<file path="src/rtl/bist_response_analyzer_if.sv">
// bist_response_analyzer_if: pattern/response stream in, session results out
interface bist_response_analyzer_if #(parameter int SIG_WIDTH = 8);
  logic start;
  logic pat_valid;
  logic [2:0] pat;
  logic [1:0] resp;
  logic [SIG_WIDTH-1:0] golden_sig;
  logic busy;
  logic done;
  logic pass;
  logic [7:0] err_cnt;
  logic [2:0] first_fail;
  logic fail_seen;
  logic [7:0] fail_map;
  logic [SIG_WIDTH-1:0] signature;
  modport master (
    output start, pat_valid, pat, resp, golden_sig,
    input busy, done, pass, err_cnt, first_fail, fail_seen, fail_map, signature
  );
  modport slave (
    input start, pat_valid, pat, resp, golden_sig,
    output busy, done, pass, err_cnt, first_fail, fail_seen, fail_map, signature
  );
endinterface

</file>
<file path="src/rtl/bist_response_analyzer.sv">
// bist_response_analyzer: full-adder golden check plus MISR compaction of BIST responses
module bist_response_analyzer #(
  parameter int NUM_PATTERNS = 8,
  parameter int SIG_WIDTH = 8,
  parameter logic [SIG_WIDTH-1:0] SIG_SEED = 8'h00
) (
  input logic clk,
  input logic rst_n,
  bist_response_analyzer_if.slave bus
);
  localparam logic [1:0] IDLE = 2'd0;
  localparam logic [1:0] RUN = 2'd1;
  localparam logic [1:0] DONE = 2'd2;
  localparam logic [SIG_WIDTH-1:0] POLY = SIG_WIDTH'('h1D);
  logic [1:0] state;
  logic [7:0] cnt;
  logic [1:0] expected;
  logic mismatch;
  logic accept;
  logic last;
  logic restart;
  logic [SIG_WIDTH-1:0] sig_next;
  logic [7:0] err_next;
  always_comb begin
    expected = {^bus.pat, (bus.pat[2] & bus.pat[1]) | (bus.pat[2] & bus.pat[0]) | (bus.pat[1] & bus.pat[0])};
    mismatch = bus.resp != expected;
    accept = (state == RUN) && bus.pat_valid;
    last = accept && (cnt == 8'(NUM_PATTERNS - 1));
    restart = bus.start && (state != RUN);
    sig_next = {bus.signature[SIG_WIDTH-2:0], 1'b0} ^ (bus.signature[SIG_WIDTH-1] ? POLY : '0) ^ SIG_WIDTH'(bus.resp);
    err_next = bus.err_cnt + {7'd0, mismatch && (bus.err_cnt != 8'hFF)};
  end
  assign bus.busy = state == RUN;
  assign bus.done = state == DONE;
  always_ff @(posedge clk or negedge rst_n) begin
    if (!rst_n) begin
      state <= IDLE;
      cnt <= '0;
      bus.pass <= 1'b0;
      bus.err_cnt <= '0;
      bus.first_fail <= '0;
      bus.fail_seen <= 1'b0;
      bus.fail_map <= '0;
      bus.signature <= SIG_SEED;
    end else if (restart) begin
      state <= RUN;
      cnt <= '0;
      bus.pass <= 1'b0;
      bus.err_cnt <= '0;
      bus.first_fail <= '0;
      bus.fail_seen <= 1'b0;
      bus.fail_map <= '0;
      bus.signature <= SIG_SEED;
    end else if (accept) begin
      cnt <= cnt + 8'd1;
      bus.signature <= sig_next;
      bus.err_cnt <= err_next;
      if (mismatch) begin
        bus.fail_map[bus.pat] <= 1'b1;
        if (!bus.fail_seen) begin
          bus.first_fail <= bus.pat;
          bus.fail_seen <= 1'b1;
        end
      end
      // pass is judged on the values this final response produces
      if (last) begin
        state <= DONE;
        bus.pass <= (err_next == 8'd0) && (sig_next == bus.golden_sig);
      end
    end
  end
endmodule

</file>
<file path="src/flat_wrapper.sv">
// flat-port wrapper written by rule: the top's interface ports become plain ports
module bist_response_analyzer_flat 
#(
  parameter int NUM_PATTERNS = 8,
  parameter int SIG_WIDTH = 8,
  parameter logic [SIG_WIDTH-1:0] SIG_SEED = 8'h00
)
  (clk, rst_n, bus_start, bus_pat_valid, bus_pat, bus_resp, bus_golden_sig, bus_busy, bus_done, bus_pass, bus_err_cnt, bus_first_fail, bus_fail_seen, bus_fail_map, bus_signature);
  bist_response_analyzer_if #(.SIG_WIDTH(SIG_WIDTH)) bus_i ();
  input logic clk;
  input logic rst_n;
  input wire logic [$bits(bus_i.start)-1:0] bus_start;
  input wire logic [$bits(bus_i.pat_valid)-1:0] bus_pat_valid;
  input wire logic [$bits(bus_i.pat)-1:0] bus_pat;
  input wire logic [$bits(bus_i.resp)-1:0] bus_resp;
  input wire logic [$bits(bus_i.golden_sig)-1:0] bus_golden_sig;
  output wire logic [$bits(bus_i.busy)-1:0] bus_busy;
  output wire logic [$bits(bus_i.done)-1:0] bus_done;
  output wire logic [$bits(bus_i.pass)-1:0] bus_pass;
  output wire logic [$bits(bus_i.err_cnt)-1:0] bus_err_cnt;
  output wire logic [$bits(bus_i.first_fail)-1:0] bus_first_fail;
  output wire logic [$bits(bus_i.fail_seen)-1:0] bus_fail_seen;
  output wire logic [$bits(bus_i.fail_map)-1:0] bus_fail_map;
  output wire logic [$bits(bus_i.signature)-1:0] bus_signature;
  assign bus_i.start = bus_start;
  assign bus_i.pat_valid = bus_pat_valid;
  assign bus_i.pat = bus_pat;
  assign bus_i.resp = bus_resp;
  assign bus_i.golden_sig = bus_golden_sig;
  assign bus_busy = bus_i.busy;
  assign bus_done = bus_i.done;
  assign bus_pass = bus_i.pass;
  assign bus_err_cnt = bus_i.err_cnt;
  assign bus_first_fail = bus_i.first_fail;
  assign bus_fail_seen = bus_i.fail_seen;
  assign bus_fail_map = bus_i.fail_map;
  assign bus_signature = bus_i.signature;
  bist_response_analyzer #(.NUM_PATTERNS(NUM_PATTERNS), .SIG_WIDTH(SIG_WIDTH), .SIG_SEED(SIG_SEED)) u_core (.clk(clk), .rst_n(rst_n), .bus(bus_i));
endmodule
</file>
<file path="config.mk">
export PLATFORM = sky130hd
export DESIGN_NAME = bist_response_analyzer_flat
export DESIGN_NICKNAME = d
export VERILOG_FILES = /design/src/rtl/bist_response_analyzer_if.sv /design/src/rtl/bist_response_analyzer.sv /design/src/flat_wrapper.sv
export SDC_FILE = /design/constraint.sdc
export NUM_CORES = 1
export LEC_CHECK = 0
export ABC_AREA = 1
export CORE_MARGIN = 8
export CORE_UTILIZATION = 45
export DETAILED_ROUTE_END_ITERATION = 12
export PLACE_DENSITY = 0.77
export SLEW_MARGIN = 20
export SYNTH_ARGS = -nofsm -noshare
export SYNTH_HDL_FRONTEND = slang
export SYNTH_SLANG_ARGS = --single-unit
</file>
<file path="constraint.sdc">
create_clock -name clk -period 2 [get_ports clk]
set_input_delay 0.4 -clock clk [delete_from_list [all_inputs] [get_ports clk]]
set_output_delay 0.4 -clock clk [all_outputs]
set_load 0.02 [all_outputs]
</file>
==> impl_metrics.ini <==
[run_status]
run_status = finished, violations left
violations = setup timing

[floorplan]
std_cell_rows = 25
placeableCoreArea_sq_um = 4660
dieArea_sq_um = 7200
ioPinCount = 48
initial_core_util = 0.458
die-width_um = 84.9
floorplan.die.height_um = 84.9

[final_layout]
num_antenna_cells = 0
area_delta_synth_final_pct = 38.4
fillerInstances = 422
design.final.nets = 369
drive_gt1_frac = 0.146
final_util = 0.634
postLayoutCellArea_sq_um = 2950

[drt]
routed-via-count = 1983
dr.pass1.iters = 4
drt_wl_total_um = 5420
detail-route-antenna-nets = 0
via_per_inst = 4.92
first_drt_iteration_drcs = 111
route.detailed.drc = 0
route.detailed.wl_per_inst_um = 13.5

[power_and_ir_drop]
static-leakage-power_nw = 1.44
net_switching_power_figure_mw = 1.78
power.density_nw_per_um2 = 1440
intPower_mw = 2.49
p_seq_frac = 0.304
finalPower_mw = 4.27
switching_part_of_the_total = 0.417
share_of_total_power_in_the_clock_network = 0.160
vdd_drop_max_v = 0.000654
share_comb_of_total_power = 0.535

[setup_path]
worst_path_max_delay_cell = sky130_fd_sc_hd__fa_1
critPathTopFamily = adder cells
timing.setup.critical_path_class = in2reg
cp_data_required_time_ps = 2240
critical_path_peak_fanout = 2
cp_num_buf_inv = 2
setup.worst_path.end_class = register
rr_startpoint = u_core.bus.err_cnt[7]
ff2ff_path_depth = 15
worst_path_arrival_time_ps = 2430
critPathLaunchType = primary input
critical_path.reg2reg.endpoint = u_core.bus.pass
max_stage_delay_ps = 570
rrSetupSlack_ps = -20
worstPathCellList = buf_6 > fa_1 > xnor2_1 > nand2_1 > o21a_1 > ha_2 > ha_4 > inv_2 > nand2_2 > nor2_1 > nand3_1 > nor2_1 > nand2_1 > nor2_1 > nand3_1 > nand2_1

[logic_synthesis]
postSynthCellCount = 276
synthesis.nets = 297
netlist-cell-type-count = 28
netlist.area_leader.share = 0.457
synth_largest_area_cell = sky130_fd_sc_hd__dfrtp_1
postSynthAreaPerCell_sq_um = 7.73
syn-cell-area_sq_um = 2130
postSynthRegisterBits = 39
seq_total_area_yosys = 0.457
synth-warning-count = 0
synth.top_cells.by_area = sky130_fd_sc_hd__dfrtp_1, sky130_fd_sc_hd__nand2_1, sky130_fd_sc_hd__inv_1, sky130_fd_sc_hd__nor2_1, sky130_fd_sc_hd__a21oi_1

[placement]
placed_cell_area_sq_um = 2820
dp_hpwl_um = 4190
buffer_ports.inserted = 47
finalWeightedCongestion = 0.816
pre_cts_setup_slack_ps = -947

[global_routing]
first_global_vias = 2062
grt_start_max_net_pins = 40
grt_overflow_total = 0
grt_pass1_wl_um = 9420
grt_antenna_before_repair = 0
grt_use_total = 0.160

[timing]
maxSlewViolCount = 0
maxSlewHeadroom = 0.653
grt_setup_unrepaired = true
final_min_period_over_clock_period = 1.09
finalHoldViolCount = 0
final.setup.worst_slack_ps = -188
finalCriticalPeriod_ps = 2190
final.setup_skew_ps = 4.28
totalNegativeSetupSlack_ps = -232
clock.fmax_ghz = 0.457
worst-slew-pin-transition_ps = 521
setup_viol = 2

[hold_path]
min-delay-path-class = in2async

[clocking]
worstSkewPairLatency_ps = 300
cts.sinks = 39
cts_inserted_buffers = 5
cts_hold_buf = 0
cts-htree-levels = 2
cts.clk_slew.worst_paths_ps = 80
tritoncts = built
cts.root.buffer_cell = sky130_fd_sc_hd__clkbuf_8
cts_buffer_depth = 2

[flow_run]
timing.max_cap.violations = 0
==> metrics by stage <==
stage               instances  hold slack [ps]
floorplan                 276              104
global placement          394              486
detailed placement        394              490
CTS                       403              168
global route              403              197
finish                    403              152
==> final cells by class <==
class / count / area [sq um] / share of cell area
timing repair buffer: 69 / 628 / 0.213
multi-input combinational: 185 / 981 / 0.332
inverter: 48 / 183 / 0.0619
clock buffer: 6 / 82.6 / 0.0280
tap: 54 / 67.6 / 0.0229
sequential: 39 / 976 / 0.331
clock inverter: 2 / 35.0 / 0.0119
==> state kept, by name, indices dropped and copies added, names as in the netlist <==
signal,flops
u_core.bus.err_cnt,8
u_core.bus.first_fail,3
u_core.bus.fail_seen,1
u_core.bus.pass,1
u_core.bus.signature,8
u_core.state,2
u_core.cnt,8
u_core.bus.fail_map,8
==> kinds of logic (layout without fill, tap and decap cells) <==
family | after synthesis | in the layout | synth area share
AO/OA/AOI/OAI | 43 | 43 | 0.111
XOR/XNOR | 3 | 3 | 0.0123
adder cells (fa/ha/maj) | 4 | 4 | 0.0270
buffers and inverters | 52 | 125 | 0.0944
flip-flops | 39 | 39 | 0.457
AND/OR/NAND/NOR | 135 | 135 | 0.298
==> metal layers <==
metal	vias to the layer above	global-route usage	part of all wire
met5	-	0	0
met4	0	0.0615	0.016
met3	7	0.0415	0.047
met2	40	0.273	0.50
met1	923	0.188	0.44
li1	1013	-	-
==> Yosys cell counts (all sizes together) <==
| cell | instances |
|---|---|
| a22o | 1 |
| nand3b | 3 |
| buf | 4 |
| nor3 | 6 |
| nand3 | 14 |
| nor2 | 29 |
| nand4 | 1 |
| o21ai | 16 |
| nand2 | 81 |
| inv | 48 |
| fa | 1 |
| xnor2 | 3 |
| ha | 3 |
| o21a | 1 |
| dfrtp | 39 |
| a21oi | 14 |
| a211oi | 1 |
| o22ai | 10 |
| and3 | 1 |
==> what timing repair did <==
action / 4_1_cts / 5_1_grt
pin swaps: 9 / 8
gates resized for setup: 15 / 2
cloned: 0 / 0
endpoints found under the setup margin: 10 / 5
setup buffers: 1 / 0
==> power groups by stage <==
stage | Combinational [mW] | Clock, mW | Sequential [mW]
after floorplan | 0.991 | 0 | 1.60
final | 2.28 | 0.684 | 1.30
after CTS | 2.29 | 0.697 | 1.30
after detailed placement | 2.26 | 0 | 1.32
after global placement | 2.22 | 0 | 1.30
after global routing | 2.51 | 0.720 | 1.35
==> placed cells by master, fill, tap and decap left out, drive strengths merged, types with 3 or more instances in the layout <==
cell | Yosys | routed
dfrtp | 39 | 39
a21oi | 14 | 14
buf | 4 | 26
nand3 | 14 | 14
xnor2 | 3 | 3
nand3b | 3 | 3
inv | 48 | 48
clkdlybuf4s50 | 0 | 43
nor2 | 29 | 29
ha | 3 | 3
clkbuf | 0 | 6
o22ai | 10 | 10
nand2 | 81 | 81
nor3 | 6 | 6
o21ai | 16 | 16
==> worst max path at each step <==
stage / end / slack, ps / startpoint / depth (start not counted)
2_1_floorplan: u_core.bus.pass / -270 / bus_pat[2] / 15
3_3_place_gp: u_core.bus.pass / -870 / bus_pat[2] / 16
3_5_place_dp: u_core.bus.pass / -950 / bus_pat[2] / 16
4_1_cts: u_core.bus.pass / -250 / bus_pat[0] / 16
5_1_grt: u_core.bus.pass / -370 / bus_pat[2] / 16
6_report: u_core.bus.pass / -190 / bus_pat[2] / 16
No activity file was read; power rests on OpenSTA's default activity.
